**config.mk**
```make
export PLATFORM = sky130hd
export DESIGN_NAME = ir_fetch_unit
export DESIGN_NICKNAME = d
export VERILOG_FILES = /design/src/rtl/ir_fetch_pkg.sv /design/src/rtl/ir_fetch_fifo.sv /design/src/rtl/ir_fetch_unit.sv
export SDC_FILE = /design/constraint.sdc
export NUM_CORES = 1
export LEC_CHECK = 0
export CAP_MARGIN = 0
export CORE_ASPECT_RATIO = 0.9
export CORE_MARGIN = 1
export CORE_UTILIZATION = 55
export DETAILED_ROUTE_END_ITERATION = 10
export PLACE_DENSITY = 0.79
export SLEW_MARGIN = 15
export SYNTH_ARGS = -nofsm -noshare
export SYNTH_HDL_FRONTEND = slang
export SYNTH_SLANG_ARGS = --single-unit
```
**constraint.sdc**
```tcl
create_clock -name clk -period 2.6 [get_ports clk]
set_clock_uncertainty 0.05 [all_clocks]
set_input_delay 0.39 -clock clk [delete_from_list [all_inputs] [get_ports clk]]
set_output_delay 0.39 -clock clk [all_outputs]
set_load 0.02 [all_outputs]
```
**src/rtl/ir_fetch_pkg.sv**
```systemverilog
// Shared types and default widths for the instruction fetch stage.
// Used by ir_fetch_fifo and ir_fetch_unit.
package ir_fetch_pkg;

   localparam int GLOBAL_DATA_WIDTH = 8;
   localparam int DEF_ADDR_WIDTH    = 8;
   localparam int DEF_ENTRY_WIDTH   = DEF_ADDR_WIDTH + GLOBAL_DATA_WIDTH;

   typedef enum logic [1:0] {
      S_IDLE  = 2'd0,
      S_REQ   = 2'd1,
      S_WAIT  = 2'd2,
      S_DRAIN = 2'd3
   } state_t;

   function automatic int entry_width(input int aw, input int dw);
      return aw + dw;
   endfunction

endpackage

```
**src/rtl/ir_fetch_fifo.sv**
```systemverilog
// First-word-fall-through prefetch FIFO holding {pc, instruction} entries.
// Flush wins over push and pop.
module ir_fetch_fifo
   import ir_fetch_pkg::*;
#(
   parameter int WIDTH = DEF_ENTRY_WIDTH,
   parameter int DEPTH = 4
) (
   input  logic                     clk,
   input  logic                     rst_n,
   input  logic                     push,
   input  logic                     pop,
   input  logic                     flush,
   input  logic [WIDTH-1:0]         wdata,
   output logic [WIDTH-1:0]         rdata,
   output logic [$clog2(DEPTH):0]   count,
   output logic                     full,
   output logic                     empty
);

   localparam int PW = $clog2(DEPTH);
   localparam logic [PW:0] FULL_CNT = (PW+1)'(DEPTH);

   logic [WIDTH-1:0] mem [DEPTH];
   logic [PW-1:0]    wr_ptr;
   logic [PW-1:0]    rd_ptr;
   logic             do_push;
   logic             do_pop;

   assign full    = (count == FULL_CNT);
   assign empty   = (count == '0);
   assign do_push = push && !full;
   assign do_pop  = pop && !empty;
   assign rdata   = mem[rd_ptr];

   always_ff @(posedge clk) begin
      if (!rst_n || flush) begin
         wr_ptr <= '0;
         rd_ptr <= '0;
         count  <= '0;
      end else begin
         if (do_push)
            wr_ptr <= wr_ptr + 1'b1;
         if (do_pop)
            rd_ptr <= rd_ptr + 1'b1;
         case ({do_push, do_pop})
            2'b10:   count <= count + 1'b1;
            2'b01:   count <= count - 1'b1;
            default: count <= count;
         endcase
      end
   end

   always_ff @(posedge clk) begin
      if (do_push && !flush)
         mem[wr_ptr] <= wdata;
   end

endmodule

```
**src/rtl/ir_fetch_unit.sv**
```systemverilog
// Instruction fetch stage: single-outstanding memory fetch into a prefetch FIFO.
// Define IR_FETCH_TIMEOUT_EN to add the ack timeout and sticky o_fetch_err.
module ir_fetch_unit
   import ir_fetch_pkg::*;
#(
   parameter int DATA_WIDTH = GLOBAL_DATA_WIDTH,
   parameter int ADDR_WIDTH = DEF_ADDR_WIDTH,
   parameter int DEPTH      = 4,
`ifdef IR_FETCH_TIMEOUT_EN
   parameter int TIMEOUT    = 15,
`endif
   parameter int BOOT_ADDR  = 0
) (
   input  logic                  clk,
   input  logic                  rst_n,
   input  logic                  i_start,
   input  logic                  i_branch_en,
   input  logic [ADDR_WIDTH-1:0] i_branch_addr,
   output logic                  o_mem_req,
   output logic [ADDR_WIDTH-1:0] o_mem_addr,
   input  logic                  i_mem_ack,
   input  logic [DATA_WIDTH-1:0] i_mem_data,
   output logic                  o_ir_valid,
   output logic [DATA_WIDTH-1:0] o_ir_data,
   output logic [ADDR_WIDTH-1:0] o_ir_pc,
   input  logic                  i_ir_ready,
   output logic                  o_busy
`ifdef IR_FETCH_TIMEOUT_EN
   ,
   output logic                  o_fetch_err
`endif
);

   localparam int EW = entry_width(ADDR_WIDTH, DATA_WIDTH);
   localparam int CW = $clog2(DEPTH) + 1;
   localparam logic [ADDR_WIDTH-1:0] BOOT_PC = ADDR_WIDTH'(BOOT_ADDR);

   state_t                state;
   logic [ADDR_WIDTH-1:0] pc;
   logic [EW-1:0]         head;
   logic [CW-1:0]         count;
   logic                  full;
   logic                  empty;
   logic                  push;
   logic                  pop;
   logic                  flush;
   logic                  credit;
   logic                  redirect;
   logic                  tmo;

   assign redirect = i_branch_en && (state != S_IDLE);
   assign push     = (state == S_WAIT) && i_mem_ack && !i_branch_en;
   assign pop      = o_ir_valid && i_ir_ready;
   assign flush    = redirect || tmo;
   // Reserve a slot for every request in flight so an ack can always land.
   assign credit   = !full &&
                     ((32'(count) + 32'(o_mem_req)) < DEPTH);

   assign o_busy     = (state != S_IDLE);
   assign o_ir_valid = !empty;
   assign o_ir_pc    = empty ? '0 : head[EW-1 -: ADDR_WIDTH];
   assign o_ir_data  = empty ? '0 : head[DATA_WIDTH-1:0];

   ir_fetch_fifo #(
      .WIDTH (EW),
      .DEPTH (DEPTH)
   ) u_fifo (
      .clk   (clk),
      .rst_n (rst_n),
      .push  (push),
      .pop   (pop),
      .flush (flush),
      .wdata ({pc, i_mem_data}),
      .rdata (head),
      .count (count),
      .full  (full),
      .empty (empty)
   );

`ifdef IR_FETCH_TIMEOUT_EN
   localparam int TW = $clog2(TIMEOUT + 1);

   logic [TW-1:0] tcnt;
   logic          waiting;

   assign waiting = (state == S_WAIT) || (state == S_DRAIN);
   assign tmo     = waiting && !i_mem_ack &&
                    (tcnt == TW'(TIMEOUT - 1));

   always_ff @(posedge clk) begin
      if (!rst_n) begin
         tcnt        <= '0;
         o_fetch_err <= 1'b0;
      end else begin
         if (!waiting || i_mem_ack)
            tcnt <= '0;
         else
            tcnt <= tcnt + 1'b1;
         if (tmo)
            o_fetch_err <= 1'b1;
      end
   end
`else
   assign tmo = 1'b0;
`endif

   always_ff @(posedge clk) begin
      if (!rst_n) begin
         state      <= S_IDLE;
         pc         <= BOOT_PC;
         o_mem_req  <= 1'b0;
         o_mem_addr <= '0;
      end else begin
         unique case (state)
            S_IDLE: begin
               if (i_start) begin
                  pc    <= BOOT_PC;
                  state <= S_REQ;
               end
            end
            S_REQ: begin
               if (i_branch_en) begin
                  pc <= i_branch_addr;
               end else if (credit) begin
                  o_mem_req  <= 1'b1;
                  o_mem_addr <= pc;
                  state      <= S_WAIT;
               end
            end
            S_WAIT: begin
               if (i_branch_en) begin
                  pc <= i_branch_addr;
                  if (i_mem_ack) begin
                     o_mem_req <= 1'b0;
                     state     <= S_REQ;
                  end else begin
                     state <= S_DRAIN;
                  end
               end else if (i_mem_ack) begin
                  pc        <= pc + 1'b1;
                  o_mem_req <= 1'b0;
                  state     <= S_REQ;
               end
            end
            S_DRAIN: begin
               // The stale request must still complete before a new one issues.
               if (i_branch_en)
                  pc <= i_branch_addr;
               if (i_mem_ack) begin
                  o_mem_req <= 1'b0;
                  state     <= S_REQ;
               end
            end
            default: begin
               state <= S_IDLE;
            end
         endcase
         if (tmo) begin
            o_mem_req <= 1'b0;
            state     <= S_IDLE;
         end
      end
   end

endmodule
```
After elaboration in Yosys (flattened, before gate mapping). Memories as Yosys holds them, arrays and structs flattened. A register that Yosys moved wholly into a read port is not among the register bits. Index checks and enable logic that the tools add are counted.

Register bits: 26. Memory bits (writable): 64. Input port bits: 22. Output and inout port bits: 27. Word-level logic and storage cells: 76. Memories kept: 1.

Memory list: u_fifo.mem (depth 4, bits a word 16, rd ports 1, clocked after Yosys merged registers in 1, wr ports 1, line ir_fetch_fifo.sv:24) `logic [WIDTH-1:0] mem [DEPTH];`.

Add/subtract/negate cells: 6. Order comparisons: 1. Eq/ne operators: 12. Muxes and demuxes: 23. Bitwise gates (word level): 1. Reduce and logical (&&, ||, !) cells: 25.

Operators with widths (count): $mux 8 (6); $pmux 8 s3 (1); $mux 2 (8); $reduce_and 3->1 (3); $add 8x1->8 const B (1); $logic_and 1x1->1 (8); $pmux 2 s4 (1); $eq 2x2->1 const B (3); $ne 2x2->1 const B (3); $pmux 3 s2 (1); $reduce_bool 2->1 (3); $logic_not 1->1 (5); $mux 1 (5); $add 2x1->2 const B (2); $add 3x1->4 (1); $eq 2x1->1 const B (2); $lt 4x3->1 const B (1); $ne 2x1->1 const B (2); $reduce_and 4->1 (1); $reduce_or 2->1 (2); $add 3x1->3 const B (1); $eq 3x3->1 const B (1); $logic_not 3->1 (1); $ne 3x3->1 const B (1); other kinds (5) (5).

Logic depth before layout (Yosys ltp). Gate-level depths: netlist of run 1.

Word-level depth: 7. Depth in mapped cells: 11. Mapped depth without buffers: 9.

By module. Synthesis of run 1 repeated with hierarchy kept, for this count alone.

Cells, all modules: 276. Area, all modules: 3976.3 sq um.

Modules (own cells, without submodules): ir_fetch_fifo (times used 1, cells each 139, area an instance 2835.2 sq um, seq. area each 2102.0 sq um); ir_fetch_unit (times used 1, cells each 137, area an instance 1141.1 sq um, seq. area each 380.4 sq um).

Least setup slack after synthesis of run 1. OpenSTA, ideal clock, no wires.

Path type: register to register. From: register u_fifo.count[2]. To: register u_fifo.count[2]. Library setup time: 70 ps. Arrival: 2198 ps. Required time: 2480 ps. Slack: 282 ps. Stages on the path, launching flop included: 11. Path buffers: 1. Period minus slack after synthesis: 2318 ps. Cells stage by stage: dfxtp_1 or3b_1 and3_1 clkbuf_1 inv_1 ha_1 inv_1 fa_1 xor2_1 or3_1 a21oi_1.

Cells in the longest elaborated chain, start to end: 6. Elaborated cells on any way between the ends: 13. Classes of those cells: add/sub: 2; eq/ne: 3; mux: 1; reduce/logical: 7.

Ends and longest elaborated chain: start, declared (line ir_fetch_fifo.sv:16) `output logic [$clog2(DEPTH):0] count,`; start signal, assigned (line ir_fetch_fifo.sv:47) `2'b10: count <= count + 1'b1;`; start signal, assigned (line ir_fetch_fifo.sv:48) `2'b01: count <= count - 1'b1;`; start signal, assigned (line ir_fetch_fifo.sv:49) `default: count <= count;`; $logic_not 3->1 (line ir_fetch_fifo.sv:31) `assign empty = (count == '0);`; $logic_not 1->1 (line ir_fetch_fifo.sv:33, ir_fetch_unit.sv:60); $logic_and 1x1->1 (line ir_fetch_unit.sv:53) `assign pop = o_ir_valid && i_ir_ready;`; $logic_and 1x1->1 (line ir_fetch_fifo.sv:33) `assign do_pop = pop && !empty;`; $eq 2x1->1 or $eq 2x2->1 (tied branches) (line ir_fetch_fifo.sv:46) `case ({do_push, do_pop})`; $pmux 3 s2 or $reduce_bool 2->1 (tied branches).

Several ways; a longest one is shown, not always the timed one. A chain may end at the register's enable or synchronous reset.

==> summary.md, run 1 <==
| Metric | Value |
|---|---|
| First-pass DRT Iterations | 4 |
| Drt total wl | 6.93 mm |
| Clk root buf | clkbuf_8 |
| RSZ-0062 raised after global routing | no |
| Register bit total from synthesis | 92 |
| Worst Path Buf+Inv | 2 |
| Peak VDD IR | 0.000356 V |
| Largest family of logic cells by synthesized area | multiplexers |
| Post-CTS setup buffers | 0 |
| Pwr Total | 2.74 mW |
| Worst hold slack | 459 ps |
| CTS Buf Count | 9 |
| Die height | 81.7 um |
| Crit-path slowest cell | mux4_2 |
| Std cell rows | 28 |
| Static Leak | 1.88 nW |
| Setup ws final | 234 ps |
| Wire per inst | 16.3 um |
| Vias per inst | 5.61 |
| Vias post-DR | 2383 |
| Critical Path Fanout Max | 16 |
| # Max-Cap Violations | 0 |
| IO Port Bufs | 48 |
| Post-Synth Adder-Cell Area | 2.45% |
| Max incr delay on CP | 530 ps |
| Number of synthesized flops with an enable pin | 64 |
| Pre-CTS setup slack | 80.0 ps |
| Iteration-0 DRC Markers | 117 |
| Yosys warns | 0 |
| Setup_tns | 0 ps |
| GR Overflow Total | 0 |
| Hold Path Class | flop to flop |
| Pwr/cell area | 576 mW/mm^2 |
| Setup violators final | 0 |
| DRC | 0 |
| Clock transition at path regs | 80 ps |
| Final ANT Viol Nets | 0 |
| Worst path top cell family by delay | multiplexers |
| Layout Utilization | 71.2% |
| Area share of the largest cell type after synthesis | 49.5% |
| Top FF cell, synth | edfxtp_1 |
| Fmax | 0.423 GHz |
| CP Class | flop to primary output |
| Final GP Congestion | 0.810 |
| Final hold vios | 0 |
| Worst skew pair latency | 350 ps |
| Largest net degree at the start of global routing | 18 |
| Synth top area cells | edfxtp_1 50%, dfxtp_1 14%, mux4_2 9.3% |
| Detailed Place HPWL | 4.70 mm |
| Sequential share of the synthesized area | 63.9% |
| Outcome | finished, final reports clean |
| Final #Nets | 359 |
| Worst endpoint required time | 2160 ps |
| Total GRT Usage | 20.5% |
| Most frequent cells after synthesis | 64 x edfxtp_1, 28 x dfxtp_1, 25 x nor2_1, 23 x and2_1, 16 x mux4_2 |
| Starting Density | 58.0% |
| Fillers | 442 |
| Full die area | 0.00740 mm^2 |
| Syn Std Cell Area | 0.00388 mm^2 |
| Synth unique cells | 49 |
| Max Slew Vio Count | 0 |
| Die width | 90.6 um |
| Most common cell in the netlist | edfxtp_1 |
| Clk buf depth | 2 |
| Worst-path cell chain | buf_12 > mux4_2 > and2_1 > dlygate4sd2_1 |
| Synthesized netlist cell count | 270 |
| Worst setup EP type | primary output |
| Post-Synth Simple-Gate Area | 10.3% |
| FFs w/ async S/R, synth | 0% |
| Clk sinks | 92 |
| Global-route wire length before repair | 11.4 mm |
| Vias in the first global route | 2291 |
| H-Tree Level Count | 3 |
| Antenna violations before repair | 0 |
| CTS tree | yes |
| Final Critical Period | 2370 ps |
| Worst slew pin tran | 554 ps |
| Fin crit share | 91.0% |
| Share of layout cells above drive strength 1 | 14.3% |
| Avg Inst Size Synth | 14.4 um^2 |
| Critical path startpoint category | flop |
| Core ar. | 0.00669 mm^2 |
| Multiplexer area fraction after synthesis | 11.3% |
| Arrival time worst endpoint | 1930 ps |
| Inserted Diodes | 0 |
| Slew HR | 62.8% |
| Synth Area in Compound Gates | 7.96% |
| Post-synth top area cell | edfxtp_1 |
| Xor and xnor area share after synthesis | 1.35% |
| I/O pin cnt | 49 |
| Syn Nets | 299 |
| Synth-to-Final Area Change | 22.7% |
==> metal layers <==
layer  track usage, %  part of all wire (%)  vias up
met5                0                     0        -
met4             7.90                  0.98        0
met3             4.54                   4.9        6
met2             34.2                    49       66
met1             26.6                    45     1163
li1                 -                     -     1148
==> worst paths after layout <==
kind	startpoint	end	cells after the start	slack (ps)
worst min-delay path	u_fifo.wr_ptr[1]$_SDFFE_PP0P_	u_fifo.wr_ptr[1]$_SDFFE_PP0P_	2	460
worst min register to register	u_fifo.wr_ptr[1]$_SDFFE_PP0P_	u_fifo.wr_ptr[1]$_SDFFE_PP0P_	2	460
worst max register to register	u_fifo.count[2]$_SDFFE_PP0P_	u_fifo.count[2]$_SDFFE_PP0P_	9	280
worst max-delay path	flop	o_ir_pc[1]	4	230
==> cells by family (layout without fill, tap and decap cells) <==
logic type | after synthesis | in the layout
AOI/OAI and AO/OA | 42 | 42
xor gates and xnor gates | 6 | 6
adders and majority gates | 7 | 7
buffers and inverters | 24 | 89
DFF | 92 | 92
muxes | 24 | 24
and+or+nand+nor | 75 | 75
==> per-stage QoR <==
stage          cells  area [um^2]
2_1_floorplan    270         3880
5_1_grt          425         4760
6_report         425         4760
3_3_place_gp     409         4530
3_5_place_dp     409         4530
4_1_cts          425         4720
==> layout make-up <==
| type | count | area (um^2) | area share (%) |
|---|---|---|---|
| clock buffer | 10 | 128 | 2.68 |
| clock inverter | 6 | 63.8 | 1.34 |
| inverter | 10 | 37.5 | 0.788 |
| multi-input combinational | 154 | 1300 | 27.2 |
| sequential | 92 | 2480 | 52.1 |
| tap | 90 | 113 | 2.36 |
| timing repair buffer | 63 | 642 | 13.5 |
==> worst register-to-register path, delay by kind of cell (launching register included) <==
family                     cells  cell delay [ps]
and+or+nand+nor                3              850
adders and majority gates      2              540
DFF                            1              390
xor gates and xnor gates       1              160
AOI/OAI and AO/OA              1              140
buffers and inverters          2              130
==> layout by cell type, fill, tap and decap left out, drive strengths merged, types with 6 or more instances in the layout <==
cell type,n
edfxtp,64
clkdlybuf4s50,32
dfxtp,28
nor2,25
and2,23
mux4,16
dlymetal6s2s,15
buf,15
inv,10
clkbuf,10
a21oi,9
mux2i,8
nand3,6
ha,6
==> state kept, by name, indices dropped and copies added, names as in the netlist, named ones only <==
name and count:
pc 8, state 2, u_fifo.rd_ptr 2, u_fifo.wr_ptr 2, u_fifo.mem 64, o_mem_addr 8, o_mem_req 1, u_fifo.count 3
==> report_power, final <==
group	leakage (nW)	internal (mW)	switching, mW
clock	0.0943	0.445	0.478
sequential	0.816	1.59	0.0287
combinational	0.975	0.101	0.105
==> timing repair <==
item                                    in CTS  in global routing
hold buffers                                 0                  0
gates resized for setup                      1                 15
hold endpoints to repair                     0                  0
endpoints found under the setup margin       1                 15
Note: power is estimated with default switching activity, not from simulation.
==> run 2: changes to the inputs <==
- CORE_UTILIZATION: 55 -> 45
- MAX_ROUTING_LAYER: not set -> met4
- PLACE_DENSITY: 0.79 -> 0.67
- SLEW_MARGIN: 15 -> 25
==> run 2 against run 1 <==
Net effect:
- largest power group unchanged
- register-to-register slack worse by 60 ps
- maximum frequency is 0.41% lower
- critical endpoint is now u_fifo.count[2]$_SDFFE_PP0P_
- final area is 1.1% higher
==> summary.md, run 2 (synthesis results as in run 1) <==
| Metric | Value |
|---|---|
| # Max-Cap Violations | 0 |
| Most common cell after layout, fill and taps aside | edfxtp_1 |
| Setup_tns | 0 ps |
| H-Tree Level Count | 3 |
| Vias in the first global route | 2331 |
| Most flop-heavy register | u_fifo.mem |
| Arrival time worst endpoint | 2620 ps |
| Share of layout cells above drive strength 1 | 14.7% |
| Inserted Diodes | 0 |
| Worst setup EP type | flop |
| Wire per inst | 16.1 um |
| Worst slew pin tran | 519 ps |
| Fmax | 0.421 GHz |
| Detailed Place HPWL | 4.81 mm |
| Peak VDD IR | 0.000310 V |
| Drt total wl | 7.24 mm |
| Reg2reg setup slack | 220 ps |
| DRC | 0 |
| CTS tree | yes |
| Outcome | finished, final reports clean |
| Clock power share | 31.9% |
| Max Slew Vio Count | 0 |
| Synth-to-Final Area Change | 24.0% |
| Global-route wire length before repair | 12.0 mm |
| Final #Nets | 358 |
| Worst skew pair latency | 360 ps |
| Clk sinks | 92 |
| Reg-to-reg startpoint | u_fifo.count[2]$_SDFFE_PP0P_ |
| Final GP Congestion | 0.807 |
| Worst hold slack | 460 ps |
| Hold-critical path depth | 2 |
| Vias post-DR | 2416 |
| RSZ-0062 raised after global routing | no |
| Iteration-0 DRC Markers | 115 |
| Clk root buf | clkbuf_8 |
| Fillers | 682 |
| Highest-count cells in the layout ignoring fill and taps | 64 x edfxtp_1, 32 x clkdlybuf4s50_1, 28 x dfxtp_1, 25 x nor2_1, 23 x and2_1 |
| Register Area | 0.00248 mm^2 |
| P_sw | 0.636 mW |
| Switching power share of the total | 23.8% |
| First-pass DRT Iterations | 4 |
| Pwr/cell area | 555 mW/mm^2 |
| GR Overflow Total | 0 |
| FF-to-FF End | u_fifo.count[2]$_SDFFE_PP0P_ |
| Dpl cells | 433 |
| Vias per inst | 5.38 |
| CTS Buf Count | 9 |
| I/O pin cnt | 49 |
| Post-route cell area | 0.00482 mm^2 |
| Std cell rows | 31 |
| Flop pwr share | 60.4% |
| Area of the multi-input gates | 0.00130 mm^2 |
| Largest net degree at the start of global routing | 18 |
| Final Critical Period | 2380 ps |
| Antenna violations before repair | 0 |
| Die width | 99.9 um |
| Total GRT Usage | 18.2% |
| Hold path start | u_fifo.wr_ptr[1]$_SDFFE_PP0P_ |
| Combinational share of power | 7.7% |
| Fin crit share | 91.4% |
| Hold EP | u_fifo.wr_ptr[1]$_SDFFE_PP0P_ |
| Clk buf depth | 2 |
| Slew HR | 65.1% |
| Top Registers | u_fifo.mem x64, o_mem_addr x8, pc x8 |
| Fin cells | 449 |
| Final ANT Viol Nets | 0 |
| Static Leak | 1.87 nW |
| Clock transition at path regs | 90 ps |
| CP Class | flop to flop |
| Core ar. | 0.00822 mm^2 |
| IO Port Bufs | 48 |
| Setup violators final | 0 |
| Die height | 90.1 um |
| Max FFs per register | 64 |
| Final hold vios | 0 |
| Crit path from | u_fifo.count[2]$_SDFFE_PP0P_ |
| Area after DPL | 0.00461 mm^2 |
| Worst endpoint required time | 2840 ps |
| Reg2Reg Depth | 9 |
| Starting Density | 47.2% |
| Hold Path Class | flop to flop |
| Full die area | 0.00900 mm^2 |
| Critical Path Fanout Max | 5 |
| Critical path startpoint category | flop |
| Int Pwr | 2.04 mW |
[run 2: cell count changes in the layout (fill, tap and decap cells not counted), sizes merged]
| cell | previous run | this run |
|---|---|---|
| buf | 15 | 14 |
| bufinv | 1 | 0 |
| clkbuf | 10 | 9 |
| clkinv | 4 | 5 |
| clkinvlp | 1 | 2 |
| dlygate4sd2 | 1 | 2 |
| dlymetal6s2s | 15 | 14 |
[run 2: worst max-delay path by stage]
stage	to	slack, ps	cells past startpoint
after detailed placement	u_fifo.count[2]$_SDFFE_PP0P_	40	10
after CTS	o_ir_pc[6]	0.2	4
final	u_fifo.count[2]$_SDFFE_PP0P_	220	9
after global placement	u_fifo.count[2]$_SDFFE_PP0P_	130	10
after global routing	u_fifo.count[2]$_SDFFE_PP0P_	40	9
after floorplan	u_fifo.count[2]$_SDFFE_PP0P_	280	10
[run 2: critical path, cell delays in order (launching register included)]
cell and delay, ps:
dfxtp_1 410, or3b_1 360, and3_1 200, inv_1 80, ha_1 180, inv_1 60, fa_1 370, xor2_1 150
or3_1 310, a21oi_1 150
[run 2: what timing repair did]
item                                    4_1_cts  5_1_grt
hold buffers                                  0        0
resized for setup                             2       14
buffers inserted                              0        0
cloned                                        0        0
endpoints found under the setup margin        2       14
[run 2: power by group through the flow]
stage	combinational [mW]	sequential, mW	clock [mW]
3_5_place_dp	0.206	1.65	0
2_1_floorplan	0.111	1.64	0
5_1_grt	0.225	1.62	0.946
3_3_place_gp	0.204	1.65	0
6_report	0.205	1.61	0.852
4_1_cts	0.207	1.61	0.880
[run 2: per-layer routing]
layer | vias to the layer above | track usage (%) | share of wire (%)
met5 | - | - | 0
met4 | 0 | 5.88 | 1.2
met3 | 12 | 5.29 | 4.3
met2 | 63 | 27.7 | 48
met1 | 1196 | 23.5 | 47
li1 | 1145 | - | -
[run 2: through the flow]
stage | total power, mW | setup slack, ps | utilization (%)
2_1_floorplan | 1.76 | 282 | -
3_3_place_gp | 1.85 | 133 | 56.0
3_5_place_dp | 1.85 | 40.3 | 56.0
4_1_cts | 2.70 | 0.168 | 58.1
5_1_grt | 2.79 | 38.6 | 58.6
6_report | 2.67 | 225 | 58.6
[run 2: final cells by class]
cell class | instances | area share (%)
multi-input cells | 154 | 26.9
repair buffers | 62 | 14.1
inverters | 10 | 0.779
well taps | 115 | 2.99
flip-flops and latches | 92 | 51.5
clock inverters | 7 | 1.07
clock buffers | 9 | 2.57
